===== config.mk =====
export PLATFORM = sky130hd
export DESIGN_NAME = run_ctrl_flat
export DESIGN_NICKNAME = d
export VERILOG_FILES = /design/src/rtl/run_ctrl_if.sv /design/src/rtl/run_ctrl.sv /design/src/flat_wrapper.sv
export SDC_FILE = /design/constraint.sdc
export NUM_CORES = 1
export LEC_CHECK = 0
export ABC_AREA = 1
export CAP_MARGIN = 30
export CORE_ASPECT_RATIO = 0.8
export CORE_MARGIN = 3
export CORE_UTILIZATION = 55
export CTS_CLUSTER_DIAMETER = 150
export DETAILED_ROUTE_END_ITERATION = 7
export PLACE_DENSITY = 0.83
export SYNTH_ARGS = -nofsm -noshare
export SYNTH_HDL_FRONTEND = slang
export SYNTH_SLANG_ARGS = --single-unit

===== constraint.sdc =====
create_clock -name clk -period 3.2 [get_ports clk]
set_input_delay 0.48 -clock clk [delete_from_list [all_inputs] [get_ports clk]]
set_output_delay 0.48 -clock clk [all_outputs]
set_load 0.01 [all_outputs]

===== src/rtl/run_ctrl_if.sv =====
// run_ctrl_if: control/status bundle between the UART debug front end,
// the mu0 core and the run controller.
//   master : the side that drives mode/start/done/breakpoint inputs
//   slave  : the run controller itself
interface run_ctrl_if;
    logic [3:0]  clk_mode;
    logic        start;
    logic        done;
    logic [15:0] pc;
    logic [15:0] bp_addr;
    logic        bp_valid;
    logic        enable;
    logic        cpu_tick;
    logic [31:0] cycle_count;
    logic [1:0]  halt_cause;

    modport master (
        output clk_mode, start, done, pc, bp_addr, bp_valid,
        input  enable, cpu_tick, cycle_count, halt_cause
    );

    modport slave (
        input  clk_mode, start, done, pc, bp_addr, bp_valid,
        output enable, cpu_tick, cycle_count, halt_cause
    );
endinterface


===== src/rtl/run_ctrl.sv =====
// run_ctrl: run controller for the mu0 core.
// Converts the UART start toggle, the core's done flag and the selected
// clock mode into a single-cycle advance strobe (cpu_tick) and a run
// enable, all inside the clk domain (no derived clocks). Also keeps a
// saturating tick counter and the cause of the last halt.
// Optional feature: define RUN_CTRL_BREAKPOINT_EN to enable the PC
// breakpoint (pc/bp_addr/bp_valid are ignored otherwise).
module run_ctrl #(
    parameter int unsigned SLOW_DIV = 6318000,  // clk cycles per slow tick, >= 2
    parameter int          CNT_W    = 32        // slow divider width
) (
    input  logic     clk,
    input  logic     reset_n,
    run_ctrl_if.slave ctl
);

    typedef enum logic {
        IDLE = 1'b0,
        RUN  = 1'b1
    } state_t;

    localparam logic [3:0] MODE_FAST    = 4'd1;
    localparam logic [3:0] MODE_SLOW    = 4'd2;
    localparam logic [3:0] MODE_MAN_OFF = 4'd3;
    localparam logic [3:0] MODE_MAN_ON  = 4'd4;

    localparam logic [1:0] CAUSE_NONE = 2'd0;
    localparam logic [1:0] CAUSE_DONE = 2'd1;
    localparam logic [1:0] CAUSE_BP   = 2'd3;

    localparam logic [CNT_W-1:0] DIV_LAST = CNT_W'(SLOW_DIV - 1);

    state_t      state_reg, state_next;
    logic        start_q_reg;
    logic [3:0]  mode_q_reg;
    logic [CNT_W-1:0] div_reg, div_next;
    logic        phase_reg, phase_next;
    logic        tick_reg, tick_next;
    logic [31:0] count_reg, count_next;
    logic [1:0]  cause_reg, cause_next;

    logic start_req;
    logic mode_change;
    logic fast_fire;
    logic slow_fire;
    logic man_fire;
    logic fire;
    logic bp_hit;

    // Any level change of the start toggle is a start request; any change of
    // the mode restarts the divider and phase.
    assign start_req   = (ctl.start != start_q_reg);
    assign mode_change = (ctl.clk_mode != mode_q_reg);

    // Divider and phase advance: only the selected timebase runs, the other
    // one (and everything in OFF/illegal modes) is held at zero.
    always_comb begin
        div_next   = '0;
        phase_next = 1'b0;
        if (!mode_change) begin
            case (ctl.clk_mode)
                MODE_FAST: phase_next = ~phase_reg;
                MODE_SLOW: div_next   = (div_reg >= DIV_LAST) ? '0 : div_reg + 1'b1;
                default:   ;
            endcase
        end
    end

    // Tick sources. Manual mode fires on a 3->4 transition between
    // consecutive samples of clk_mode.
    assign fast_fire = (ctl.clk_mode == MODE_FAST) && phase_reg && !mode_change;
    assign slow_fire = (ctl.clk_mode == MODE_SLOW) && (div_reg == DIV_LAST) && !mode_change;
    assign man_fire  = (mode_q_reg == MODE_MAN_OFF) && (ctl.clk_mode == MODE_MAN_ON);
    assign fire      = fast_fire || slow_fire || man_fire;

`ifdef RUN_CTRL_BREAKPOINT_EN
    // Suppress stays set from a start until the first issued tick, so a run
    // can be restarted while pc still sits on the breakpoint address.
    logic suppress_reg, suppress_next;

    assign bp_hit = (state_reg == RUN) && ctl.bp_valid &&
                    (ctl.pc == ctl.bp_addr) && !suppress_reg;

    // Suppress flag: set by a start, cleared by the first tick after it.
    always_comb begin
        suppress_next = suppress_reg;
        if (start_req) begin
            suppress_next = 1'b1;
        end else if (tick_next) begin
            suppress_next = 1'b0;
        end
    end

    // Suppress flag register.
    always_ff @(posedge clk or negedge reset_n) begin
        if (!reset_n) begin
            suppress_reg <= 1'b0;
        end else begin
            suppress_reg <= suppress_next;
        end
    end
`else
    assign bp_hit = 1'b0;
`endif

    // Run FSM next state and halt cause. A start beats done and breakpoint;
    // done beats breakpoint when both occur together.
    always_comb begin
        state_next = state_reg;
        cause_next = cause_reg;
        case (state_reg)
            IDLE: begin
                if (start_req) begin
                    state_next = RUN;
                    cause_next = CAUSE_NONE;
                end
            end
            RUN: begin
                if (start_req) begin
                    cause_next = CAUSE_NONE;
                end else if (ctl.done) begin
                    state_next = IDLE;
                    cause_next = CAUSE_DONE;
                end else if (bp_hit) begin
                    state_next = IDLE;
                    cause_next = CAUSE_BP;
                end
            end
            default: begin
                state_next = IDLE;
            end
        endcase
    end

    // Tick and counter: a tick needs RUN both now and next cycle, so the first
    // tick after a start is at least two cycles after it and nothing issues
    // once a stop is taken. A start clears the counter and swallows any
    // coincident tick.
    always_comb begin
        tick_next  = (state_reg == RUN) && (state_next == RUN) && fire && !tick_reg;
        count_next = count_reg;
        if (start_req) begin
            count_next = '0;
        end else if (tick_next && (count_reg != 32'hFFFF_FFFF)) begin
            count_next = count_reg + 32'd1;
        end
    end

    // State register for the FSM, input history, timebase and outputs.
    always_ff @(posedge clk or negedge reset_n) begin
        if (!reset_n) begin
            state_reg   <= IDLE;
            start_q_reg <= 1'b0;
            mode_q_reg  <= 4'd0;
            div_reg     <= '0;
            phase_reg   <= 1'b0;
            tick_reg    <= 1'b0;
            count_reg   <= '0;
            cause_reg   <= CAUSE_NONE;
        end else begin
            state_reg   <= state_next;
            start_q_reg <= ctl.start;
            mode_q_reg  <= ctl.clk_mode;
            div_reg     <= div_next;
            phase_reg   <= phase_next;
            tick_reg    <= tick_next;
            count_reg   <= count_next;
            cause_reg   <= cause_next;
        end
    end

    assign ctl.enable      = (state_reg == RUN);
    assign ctl.cpu_tick    = tick_reg;
    assign ctl.cycle_count = count_reg;
    assign ctl.halt_cause  = cause_reg;

endmodule


===== src/flat_wrapper.sv =====
// flat-port wrapper written by rule: the top's interface ports become plain ports
module run_ctrl_flat 
#(
    parameter int unsigned SLOW_DIV = 6318000,                                   
    parameter int          CNT_W    = 32                             
)
  (clk, reset_n, ctl_clk_mode, ctl_start, ctl_done, ctl_pc, ctl_bp_addr, ctl_bp_valid, ctl_enable, ctl_cpu_tick, ctl_cycle_count, ctl_halt_cause);
  run_ctrl_if ctl_i ();
  input  logic clk;
  input  logic reset_n;
  input wire logic [$bits(ctl_i.clk_mode)-1:0] ctl_clk_mode;
  input wire logic [$bits(ctl_i.start)-1:0] ctl_start;
  input wire logic [$bits(ctl_i.done)-1:0] ctl_done;
  input wire logic [$bits(ctl_i.pc)-1:0] ctl_pc;
  input wire logic [$bits(ctl_i.bp_addr)-1:0] ctl_bp_addr;
  input wire logic [$bits(ctl_i.bp_valid)-1:0] ctl_bp_valid;
  output wire logic [$bits(ctl_i.enable)-1:0] ctl_enable;
  output wire logic [$bits(ctl_i.cpu_tick)-1:0] ctl_cpu_tick;
  output wire logic [$bits(ctl_i.cycle_count)-1:0] ctl_cycle_count;
  output wire logic [$bits(ctl_i.halt_cause)-1:0] ctl_halt_cause;
  assign ctl_i.clk_mode = ctl_clk_mode;
  assign ctl_i.start = ctl_start;
  assign ctl_i.done = ctl_done;
  assign ctl_i.pc = ctl_pc;
  assign ctl_i.bp_addr = ctl_bp_addr;
  assign ctl_i.bp_valid = ctl_bp_valid;
  assign ctl_enable = ctl_i.enable;
  assign ctl_cpu_tick = ctl_i.cpu_tick;
  assign ctl_cycle_count = ctl_i.cycle_count;
  assign ctl_halt_cause = ctl_i.halt_cause;
  run_ctrl #(.SLOW_DIV(SLOW_DIV), .CNT_W(CNT_W)) u_core (.clk(clk), .reset_n(reset_n), .ctl(ctl_i));
endmodule

==> flow_summary.yaml, run 1 <==
outcome:
  status: "finished, final reports clean"
clock_network:
  htreeDepth: 3
  worstSkewPairLatency_ns: 0.35
  cts_setup_buffers: 0
  cts.sinks: 73
  numCtsBuffers: 9
  cts-root-buf: "clkbuf_8"
  clk_path_buf_depth: 2
  clkTransAtPathRegs_ns: 0.09
  cts_tree: "yes"
  post_cts_resized: 0
  holdBufCountCts: 0
worst_setup_path:
  crit_path_start_kind: "input port"
  critPathArrivalTime_ns: 2.59
  timing_worst_setup_path_type: "input port to flip-flop"
  endpoint_kind: "flip-flop"
  cp_max_fo: 32
  worst_ep_required_time_ns: 3.50
  reg2regPathDepth: 10
global_route:
  grt_util_met1_pct: 35.0
  grt_overflow: 0
  grt_pass1_vias: 3812
  antenna_found_initial: 0
  grt_pass1_wl_um: 17800
  track_usage_pct: 24.5
  grt_max_degree: 39
  busiest_layer: "met2"
  met2_usage_pct: 37.9
  grt_use_met3_pct: 5.17
detailed_routing:
  routed_via_density: 5.32
  first_pass_iters: 5
  dr_total_vias: 4047
  drt_iter0_markers: 301
  routedWlPerCell_um: 13.5
  drc: 0
  drtAntennaViolNets: 0
  wl_um: 10300
sta:
  tightest_slew_ns: 0.862
  clock_skew_ns: 0.0125
  rsz0062_at_grt: "no"
  hold_viol: 0
  finalMaxSlewViolations: 0
  slew_headroom_pct: 42.5
  finalSetupViolCount: 0
  period_share_pct: 71.7
  period_minus_slack_ns: 2.30
  final.setup.tns_ns: 0
  max_freq_mhz: 436
final_layout:
  final_area_um2: 5050
  final_util_pct: 67.7
  diodes: 0
  layout-drive-gt1-share_pct: 5.18
  nets: 694
  fin_cells: 761
  syn_to_final_growth_pct: 18.0
  fill_cells: 656
power_and_ir_drop:
  leakagePower_nw: 2.28
  power_mw: 1.97
  powerDensity_nw_per_um2: 391
  ir_drop_mv: 0.269
floorplan:
  die_w_um: 105
  core_um2: 7460
  pin_count: 77
  die-area_um2: 8880
  start_util_pct: 57.3
  dieHeight_um: 84.9
  num_rows: 28
yosys:
  synthArstFlopShare_pct: 100
  synth_top_area_cell: "dfrtp_1"
  synth_top_area_share_pct: 42.7
  ys_types: 36
  synth_cells: 602
  ys_seq_area_share_pct: 42.7
  synth_edf_count: 0
  ys_warn_count: 0
  syn_avg_cell_area_um2: 7.11
  synth.most_common_cell: "nand2_1"
  yosys-top-cells-area: "dfrtp_1, nand2_1, nor2_1"
  netlist_area_um2: 4280
  synthTopCellsByCount: "nand2_1, nor2_1, dfrtp_1"
  synth_seq_cells: 73
  synthFlopType: "dfrtp_1"
place:
  gp_congestion: 0.944
  dp_hpwl_um: 7440
  dpl.cell_count: 745
  io_buffers: 42
  dpl_cell_area_um2: 4820
flow_run:
  max_cap_violations: 0
min_path:
  hold_path.class: "input port to asynchronous set/reset pin"
## worst paths after layout
kind                                           start                         end  slack, ns
min in group clk                    u_core.phase_reg            u_core.phase_reg       0.45
max reg2reg                u_core.ctl.cycle_count[0]   u_core.ctl.cycle_count[2]       0.95
max in group asynchronous                    reset_n           u_core.div_reg[4]       2.28
max                                        ctl_start  u_core.ctl.cycle_count[10]       0.90
min                                          reset_n   u_core.ctl.cycle_count[3]       0.23
min reg2reg                         u_core.phase_reg            u_core.phase_reg       0.45
## cell families (layout without fill, tap and decap cells)
kind of cell	Yosys count	after routing	synth area share, %
and+or+nand+nor	401	401	40.9
adders and majority gates	2	2	0.585
DFF	73	73	42.7
buffers and inverters	81	126	7.89
other	1	10	0.0876
AOI/OAI and AO/OA	18	18	2.37
xor gates and xnor gates	26	26	5.50
## report_power, final
part | switching [mW] | internal (mW)
registers | 0.0182 | 0.942
clock network | 0.383 | 0.472
logic | 0.101 | 0.0558
total | 0.502 | 1.47
## placed cells by master, fill, tap and decap left out, types with 2 or more instances in the layout
master / n
inv_2: 2
buf_4: 3
nor2_4: 2
a21oi_1: 9
inv_6: 4
inv_1: 62
xnor2_1: 3
nand3_1: 59
nor4_1: 3
dfrtp_1: 73
clkbuf_8: 10
ha_1: 2
bufinv_16: 2
conb_1: 10
xor2_1: 22
nand2_1: 177
nor3_1: 29
nand3b_1: 2
nor2_1: 109
nor3b_1: 4
nand3_2: 2
clkdlybuf4s50_1: 41
o21ai_0: 4
nand4_1: 6
a211oi_1: 2
## worst max-delay path, cell delays in order
cell             delay (ns)
clkdlybuf4s50_1        0.52
xnor2_4                0.53
buf_4                  0.35
inv_1                  0.06
buf_4                  0.25
a211oi_1               0.25
nand2_1                0.08
nand2_1                0.06
## per-stage QoR
step	setup slack (ns)	hold slack, ns
2_1_floorplan	1.34	0.184
5_1_grt	0.642	0.297
3_3_place_gp	0.564	0.423
6_report	0.905	0.230
4_1_cts	0.919	0.255
3_5_place_dp	0.543	0.432
## routing by layer
metal  up-vias  share of wire [%]
li1       1980                  -
met1      1906                 47
met2       142                 44
met3        19                7.3
met4         0                1.4
met5         -                  0
## cell type report
cell class | instances | area, µm² | area share, %
multi-input combinational | 457 | 2160 | 42.8
timing repair buffer | 46 | 458 | 9.07
tap | 105 | 131 | 2.60
clock buffer | 10 | 138 | 2.73
clock inverter | 6 | 95.1 | 1.88
inverter | 64 | 240 | 4.76
sequential | 73 | 1830 | 36.2
(Power assumes the default switching activity.)
==> inputs of run 2 (changes only) <==
- CORE_UTILIZATION: 55 -> 53
- PLACE_DENSITY: 0.83 -> 0.8
- clock period: 3.2 -> 2.26 ns (I/O delays scaled with it)
==> flow_summary.yaml, run 2 (same netlist as run 1, synthesis figures left out) <==
detailed_routing:
  drtAntennaViolNets: 0
  first_pass_iters: 5
  drc: 0
  wl_um: 10300
  routed_via_density: 5.24
  drt_iter0_markers: 366
  dr_total_vias: 4037
  routedWlPerCell_um: 13.3
worst_setup_path:
  cp_max_fo: 28
  reg2reg_to: "u_core.ctl.cycle_count[17]"
  critPathMaxStageDelay_ns: 0.42
  critPathArrivalTime_ns: 2.28
  crit_path_start_kind: "flip-flop"
  rrSetupSlack_ns: 0.22
  crit_chain: "ha_1, nand3_2, nor2_4, nand3_2, nor2_4, nand4_4, nand3_4, nand2_4, nand2_1, nand2_1"
  slowest_stage: "dfrtp_1"
  path_buf_inv: 0
  timing_worst_setup_path_type: "flip-flop to flip-flop"
  endpoint_kind: "flip-flop"
  critical-path-top-delay-family: "simple AND/OR/NAND/NOR gates"
  worst_ep_required_time_ns: 2.51
  reg2reg_from: "u_core.ctl.cycle_count[0]"
  reg2regPathDepth: 10
min_path:
  hold_start: "u_core.phase_reg"
  hold_path.class: "flip-flop to flip-flop"
  holdPathStages: 1
  holdPathEnd: "u_core.phase_reg"
global_route:
  grt_max_degree: 46
  antenna_found_initial: 0
  grt_pass1_wl_um: 17200
  grt_overflow: 0
  track_usage_pct: 23.5
  grt_pass1_vias: 3558
floorplan:
  die-area_um2: 9190
  num_rows: 28
  pin_count: 77
  core_um2: 7600
  die_w_um: 106
  start_util_pct: 56.3
  dieHeight_um: 86.4
place:
  io_buffers: 42
  dp_hpwl_um: 7440
  gp_congestion: 1.03
final_layout:
  mostFrequentLayoutCell: "nand2_1"
  nets: 704
  final_util_pct: 67.4
  diodes: 0
  mostFrequentLayoutCells: "nand2_1, nor2_1, dfrtp_1"
  syn_to_final_growth_pct: 19.7
  layout-drive-gt1-share_pct: 6.31
clock_network:
  clkTransAtPathRegs_ns: 0.08
  cts_tree: "yes"
  cts.sinks: 73
  clk_path_buf_depth: 2
  cts-root-buf: "clkbuf_8"
  worstSkewPairLatency_ns: 0.35
  htreeDepth: 3
  cts_setup_buffers: 0
  numCtsBuffers: 9
outcome:
  status: "finished, final reports clean"
sta:
  period_share_pct: 90.1
  hold_viol: 0
  max_freq_mhz: 491
  finalSetupViolCount: 0
  final.setup.tns_ns: 0
  clock_skew_ns: 0.00753
  rsz0062_at_grt: "no"
  period_minus_slack_ns: 2.04
  finalMaxSlewViolations: 0
power_and_ir_drop:
  powerDensity_nw_per_um2: 528
  leakagePower_nw: 2.32
  ir_drop_mv: 0.284
flow_run:
  max_cap_violations: 0
==> run 2: cell types whose count changed in the layout (fill, tap and decap cells not counted), sizes merged <==
cell / delta
buf: +9
clkbuf: +3
inv: -3
bufinv: -1
clkinvlp: +1
dlygate4sd3: +1
==> run 2: what timing repair did <==
item,4_1_cts,5_1_grt
setup endpoints to repair,0,0
gates resized for setup,0,0
endpoints found under the hold margin,45,0
hold buffers,1,0
==> run 2: worst max-delay path by stage <==
stage	startpoint	to	slack [ns]	cells past startpoint
floorplan	u_core.ctl.cycle_count[0]	u_core.ctl.cycle_count[31]	0.40	11
global placement	ctl_clk_mode[2]	u_core.ctl.cycle_count[17]	0.12	13
detailed placement	ctl_clk_mode[2]	u_core.ctl.cycle_count[17]	0.06	13
CTS	u_core.ctl.cycle_count[0]	u_core.ctl.cycle_count[17]	0.22	10
global route	u_core.ctl.cycle_count[0]	u_core.ctl.cycle_count[1]	0.02	10
finish	u_core.ctl.cycle_count[0]	u_core.ctl.cycle_count[17]	0.22	10
==> run 2: per-stage QoR <==
stage	hold WS (ns)	cells	setup slack [ns]	cell area, µm²	power, mW
after floorplan	0.0434	611	0.399	4310	1.50
after global placement	0.356	754	0.125	4900	1.61
after detailed placement	0.358	754	0.0627	4900	1.63
after CTS	0.436	771	0.216	5120	2.74
after global routing	0.474	771	0.0162	5120	2.83
final	0.436	771	0.223	5120	2.70
==> run 2: area by class of cell <==
class                      instances  area (µm²)
clock buffer                      13         169
clock inverter                     3        46.3
fill                             629        2480
inverter                          64         240
multi-input combinational        457        2160
sequential                        73        1830
tap                              105         131
timing repair buffer              56         548
==> run 2: where the power goes <==
group | total (mW) | leakage, nW | internal, mW | switching [mW]
clock | 1.10 | 0.106 | 0.605 | 0.499
sequential | 1.36 | 0.981 | 1.33 | 0.0246
combinational | 0.240 | 1.23 | 0.0916 | 0.148
total | 2.70 | 2.32 | 2.03 | 0.672
==> run 2: layer usage <==
metal / wire length, µm / share of wire [%] / track usage (%)
met1: 5100 / 50 / 35.0
met4: 76 / 0.74 / 4.53
met3: 671 / 6.5 / 6.55
met5: 0 / 0 / 0
met2: 4410 / 43 / 34.9
